**src/rtl/seq_alu.sv**
```systemverilog
// Sequential ALU: single-cycle logic/add/sub/compare ops plus a WIDTH-cycle shift-add multiply,
// with a valid/ready handshake on both sides and a result held until the consumer takes it.
module seq_alu #(
    parameter int WIDTH = 32,
    parameter int CNT_W = $clog2(WIDTH) + 1
) (
    input  logic             clk,
    input  logic             rst,
    input  logic             in_valid,
    output logic             in_ready,
    input  logic [WIDTH-1:0] A,
    input  logic [WIDTH-1:0] B,
    input  logic [2:0]       opcode,
    output logic             out_valid,
    input  logic             out_ready,
    output logic [WIDTH-1:0] result,
    output logic             Cout,
    output logic             zero_f,
    output logic             overflow
);

    typedef enum logic [1:0] {IDLE, BUSY, HOLD} state_t;

    localparam logic [2:0] OP_AND = 3'd0, OP_OR  = 3'd1, OP_ADD = 3'd2, OP_XOR = 3'd3,
                           OP_SUB = 3'd4, OP_SLT = 3'd5, OP_MUL = 3'd6, OP_NOR = 3'd7;

    state_t               state_q, state_d;
    logic                 out_valid_q, out_valid_d;
    logic [WIDTH-1:0]     result_q, result_d;
    logic                 cout_q, cout_d, zero_q, zero_d, ovf_q, ovf_d;
    logic [CNT_W-1:0]     cnt_q, cnt_d;
    logic [2*WIDTH-1:0]   mcand_q, mcand_d, acc_q, acc_d;
    logic [WIDTH-1:0]     mplier_q, mplier_d;

    logic                 is_sub;
    logic [WIDTH-1:0]     b_eff, add_v;
    logic [WIDTH:0]       sum_w;
    logic                 add_c, add_ovf;
    logic signed [WIDTH-1:0] add_s;
    logic [WIDTH-1:0]     alu_res;
    logic                 alu_cout, alu_ovf;
    logic [2*WIDTH-1:0]   step_acc;

    // Two's-complement overflow: operands agree in sign but the sum does not.
    function automatic logic signed_ovf(input logic a_msb, input logic b_msb, input logic s_msb);
        return (a_msb == b_msb) && (s_msb != a_msb);
    endfunction

    assign in_ready  = (state_q == IDLE);
    assign out_valid = out_valid_q;
    assign result    = result_q;
    assign Cout      = cout_q;
    assign zero_f    = zero_q;
    assign overflow  = ovf_q;

    // Shared adder: SUB and SLT feed ~B with a carry-in of one.
    always_comb begin
        is_sub  = (opcode == OP_SUB) || (opcode == OP_SLT);
        b_eff   = is_sub ? ~B : B;
        sum_w   = {1'b0, A} + {1'b0, b_eff} + {{WIDTH{1'b0}}, is_sub};
        add_v   = sum_w[WIDTH-1:0];
        add_c   = sum_w[WIDTH];
        add_s   = signed'(add_v);
        add_ovf = signed_ovf(A[WIDTH-1], b_eff[WIDTH-1], add_v[WIDTH-1]);
    end

    always_comb begin
        alu_res  = '0;
        alu_cout = 1'b0;
        alu_ovf  = 1'b0;
        case (opcode)
            OP_AND: alu_res = A & B;
            OP_OR:  alu_res = A | B;
            OP_XOR: alu_res = A ^ B;
            OP_NOR: alu_res = ~(A | B);
            OP_ADD, OP_SUB: begin
                alu_res  = add_v;
                alu_cout = add_c;
                alu_ovf  = add_ovf;
            end
            OP_SLT: alu_res = {{(WIDTH-1){1'b0}}, (add_s < 0) ^ add_ovf};
            default: alu_res = '0;
        endcase
    end

    assign step_acc = acc_q + (mplier_q[0] ? mcand_q : '0);

    always_comb begin
        state_d     = state_q;
        out_valid_d = out_valid_q;
        result_d    = result_q;
        cout_d      = cout_q;
        zero_d      = zero_q;
        ovf_d       = ovf_q;
        cnt_d       = cnt_q;
        mcand_d     = mcand_q;
        mplier_d    = mplier_q;
        acc_d       = acc_q;
        case (state_q)
            IDLE: begin
                if (in_valid) begin
                    if (opcode == OP_MUL) begin
                        mcand_d  = {{WIDTH{1'b0}}, A};
                        mplier_d = B;
                        acc_d    = '0;
                        cnt_d    = CNT_W'(WIDTH);
                        state_d  = BUSY;
                    end else begin
                        result_d    = alu_res;
                        cout_d      = alu_cout;
                        ovf_d       = alu_ovf;
                        zero_d      = (alu_res == '0);
                        out_valid_d = 1'b1;
                        state_d     = HOLD;
                    end
                end
            end
            BUSY: begin
                acc_d    = step_acc;
                mcand_d  = mcand_q << 1;
                mplier_d = mplier_q >> 1;
                cnt_d    = cnt_q - CNT_W'(1);
                if (cnt_q == CNT_W'(1)) begin
                    result_d    = step_acc[WIDTH-1:0];
                    cout_d      = 1'b0;
                    ovf_d       = |step_acc[2*WIDTH-1:WIDTH];
                    zero_d      = (step_acc[WIDTH-1:0] == '0);
                    out_valid_d = 1'b1;
                    state_d     = HOLD;
                end
            end
            HOLD: begin
                if (out_ready) begin
                    out_valid_d = 1'b0;
                    state_d     = IDLE;
                end
            end
            default: state_d = IDLE;
        endcase
    end

    always_ff @(posedge clk) begin
        if (rst) begin
            state_q     <= IDLE;
            out_valid_q <= 1'b0;
            result_q    <= '0;
            cout_q      <= 1'b0;
            zero_q      <= 1'b0;
            ovf_q       <= 1'b0;
            cnt_q       <= '0;
        end else begin
            state_q     <= state_d;
            out_valid_q <= out_valid_d;
            result_q    <= result_d;
            cout_q      <= cout_d;
            zero_q      <= zero_d;
            ovf_q       <= ovf_d;
            cnt_q       <= cnt_d;
        end
    end

    // Multiply datapath is only meaningful in BUSY, so it carries no reset.
    always_ff @(posedge clk) begin
        mcand_q  <= mcand_d;
        mplier_q <= mplier_d;
        acc_q    <= acc_d;
    end

endmodule

```
**config.mk**
```make
export PLATFORM = sky130hd
export DESIGN_NAME = seq_alu
export DESIGN_NICKNAME = d
export VERILOG_FILES = /design/src/rtl/seq_alu.sv
export SDC_FILE = /design/constraint.sdc
export NUM_CORES = 1
export LEC_CHECK = 0
export ABC_CLOCK_PERIOD_IN_PS = 7100
export CORE_MARGIN = 2
export CORE_UTILIZATION = 55
export DETAILED_ROUTE_END_ITERATION = 10
export PLACE_DENSITY = 0.84
export SETUP_SLACK_MARGIN = 0.05
export SLEW_MARGIN = 15
export SYNTH_ARGS = -nofsm -noshare
export SYNTH_HDL_FRONTEND = slang
export SYNTH_SLANG_ARGS = --single-unit
```
**constraint.sdc**
```tcl
create_clock -name clk -period 7.1 [get_ports clk]
set_input_delay 1.42 -clock clk [delete_from_list [all_inputs] [get_ports clk]]
set_output_delay 1.42 -clock clk [all_outputs]
set_load 0.1 [all_outputs]
```
==> impl_metrics.yaml <==
min_path:
  whs_endpoint: "result[28]"
  holdPathStages: 2
  min_from: "result[28]"
  hold_class: "flip-flop to flip-flop"
clock_network:
  cts_setup_buffers: 0
  ctsResizeCount: 0
  clk_pin_slew_worst_paths_ns: 0.06
  cts_tree: "built"
  cts-root-buf: "clkbuf_16"
  clock_latency_ns: 0.54
  htreeDepth: 1
  cts_buffer_depth: 3
  clock-sinks: 204
  holdBufCountCts: 0
  numCtsBuffers: 24
floorplan:
  die_w_um: 177
  core_region_area_sq_mm: 0.0296
  die_h_um: 177
  start_util: 0.558
  ios: 108
  rows: 63
  die_area_sq_mm: 0.0315
worst_setup_path:
  max_stage_delay_ns: 0.73
  worstSetupPathType: "flip-flop to flip-flop"
  critPathSlowestCell: "a2111oi_0"
  reg2reg_to: "overflow"
  crit_path_cell_trace: "buf_4 > and2_1 > ha_1 > inv_1 > fa_1 > nand2b_1 > a2111oi_0 > o21bai_1 > a2111oi_0 > nor2_1 > o21ai_1 > a221o_1 > xnor2_1 > o2111a_1 > nand4b_1 > or4_1 > o31a_1"
  crit_path_end_kind: "flip-flop"
  startpoint_type: "flip-flop"
  timing.critical_path.buf_inv: 2
  crit_required_ns: 7.52
  r2r_start: "mplier_q[0]"
  r2r_cells: 17
  cpLargestDelayFamily: "compound AO/OA/AOI/OAI gates"
  crit_cells: 17
  reg2reg_slack_ns: 1.35
  worstPathMaxFanout: 64
  cp.arrival_ns: 6.17
  cp_common_cell: "a2111oi_0"
timing:
  post-route-period-util: 0.810
  setup_viol: 0
  finalHoldViolCount: 0
  holdWs_ns: 0.453
  min_period_ns: 5.75
  finalClockSkew_ns: 0.0176
  max_slew_margin: 0.269
  worst_pin_slew_ns: 1.09
  slew_violations: 0
  fmax_mhz: 174
  fin_tns_setup_ns: 0
  rsz0062_at_grt: "false"
final_layout:
  nets: 2208
  final_layout_size_suffix_gt1_frac: 0.0487
  final_util: 0.630
  nFillCells: 2486
  area_delta_synth_final_pct: 12.8
  diodes: 0
synthesis:
  yosysSeqAreaShare: 0.344
  synth_area_leaders: "edfxtp_1, ha_1, dfxtp_1"
  yosysWarningCount: 0
  synth_top_area_cell: "edfxtp_1"
  synth_edf_count: 160
  ys_dominant_reg_cell: "edfxtp_1"
  yosysTopAreaCellShare: 0.290
  netlist_area_sq_mm: 0.0165
  synth_fp_nets: 2154
  synth_cell_type_count: 96
  ys_ff_latch: 204
  syn_inst: 1920
  async_reset_ff_frac: 0
  synth.avg_cell_area_sq_um: 8.61
route:
  final_antenna_net_count: 0
  dr_wl_met2_um: 21400
  vias: 14942
  via_per_inst: 6.28
  post_drt_wl_per_cell_um: 20.3
  drt_iter0_drc: 1529
  wl_met1_um: 20600
  routed_wl_um: 48400
  drc: 0
  dr.pass1.iters: 8
  top_layer_used: "met4"
  dr_wl_met3_um: 4400
place:
  dp_hpwl_um: 36100
  port_buffers: 107
  routabilityCongestion: 0.986
global_routing:
  grt_pass1_wl_um: 76200
  grt_start_max_net_pins: 112
  antenna_found_initial: 0
  grt.total_usage: 0.304
  grt_remaining_overflow: 0
  grt_pass1_vias: 14293
power_and_ir_drop:
  powerDensity_mw_per_mm2: 194
  p_leak_nw: 7.26
  vdd_ir_drop_max_uv: 192
run_status:
  status: "finished, final reports clean"
job:
  cap_violations: 0
flip-flops by register name, summed over array words and instances (netlist names):
name	cells
Cout	1
acc_q	64
cnt_q	6
mcand_q	64
mplier_q	32
out_valid	1
overflow	1
result	32
state_q	2
zero_f	1
logic make-up (layout without fill, tap and decap cells):
logic type / count (synthesis) / in the layout / synth area share
AOI/OAI and AO/OA: 533 / 533 / 0.207
xor gates and xnor gates: 129 / 129 / 0.0683
and+or+nand+nor: 673 / 673 / 0.196
DFF: 204 / 204 / 0.344
muxes: 20 / 20 / 0.0121
buffers and inverters: 198 / 269 / 0.0479
adders and majority gates: 163 / 163 / 0.124
per-stage QoR:
step,power [mW],setup slack (ns),std cells,area [sq um]
finish,3.62,1.35,2381,18700
detailed placement,2.32,1.02,2338,17800
global route,3.74,1.16,2381,18700
floorplan,2.06,0.529,1920,16500
CTS,3.61,1.41,2381,18700
global placement,2.31,1.15,2338,17800
synthesized netlist by cell type (31+ instances only):
library cell	instances
a21oi_1	163
xor2_1	40
dfxtp_1	44
o21ai_0	142
a21o_1	31
ha_1	161
and2_1	112
edfxtp_1	160
nand4_1	31
clkbuf_1	76
xnor2_1	89
nand2_1	199
inv_1	100
nor2_1	194
layout make-up:
type	count	area, sq um	share of cell area
Multi-Input combinational cell	1518	10100	0.540
Clock buffer	31	701	0.0375
Sequential cell	204	5690	0.305
Tap cell	390	488	0.0261
Inverter	101	384	0.0206
Timing Repair Buffer	125	1200	0.0644
Clock inverter	12	119	0.00637
placed cells by master (no fill, tap or decap), types with 23 or more instances in the layout:
master and n:
xor2_1 40, and2_1 112, nand3_1 23, xnor2_1 89
nor2_1 193, a21o_1 31, inv_1 99, dfxtp_1 44
clkdlybuf4s50_1 106, nand4_1 31, o21ai_0 142, edfxtp_1 160
clkbuf_16 27, nand2_1 199, ha_1 161, a21oi_1 162
per-layer routing:
metal  up-vias  track usage
met5         -            0
met4         0        0.115
met3       126       0.0484
met2       753        0.481
met1      7044        0.418
li1       7019            -
where the power goes:
part           switching, mW  total, mW  internal [mW]
Combinational          0.627      0.966          0.339
Clock                  0.523       1.29          0.769
Sequential            0.0254       1.36           1.34
Total                   1.18       3.62           2.45
worst reg2reg max path, delay by kind of cell (launching register included):
family,cells,cell delay (ns)
AO/OA/AOI/OAI,7,2.56
XOR/XNOR,1,0.24
adder cells (fa/ha/maj),2,0.59
buffers and inverters,2,0.53
flip-flops,1,0.33
AND/OR/NAND/NOR,5,1.38
worst max-delay path by stage:
stage | startpoint | end
floorplan | opcode[1] | cnt_q[4]
global placement | opcode[1] | overflow
detailed placement | opcode[1] | overflow
CTS | mplier_q[0] | overflow
global route | mplier_q[0] | overflow
finish | mplier_q[0] | overflow
Note: power is estimated with default switching activity, not from simulation.
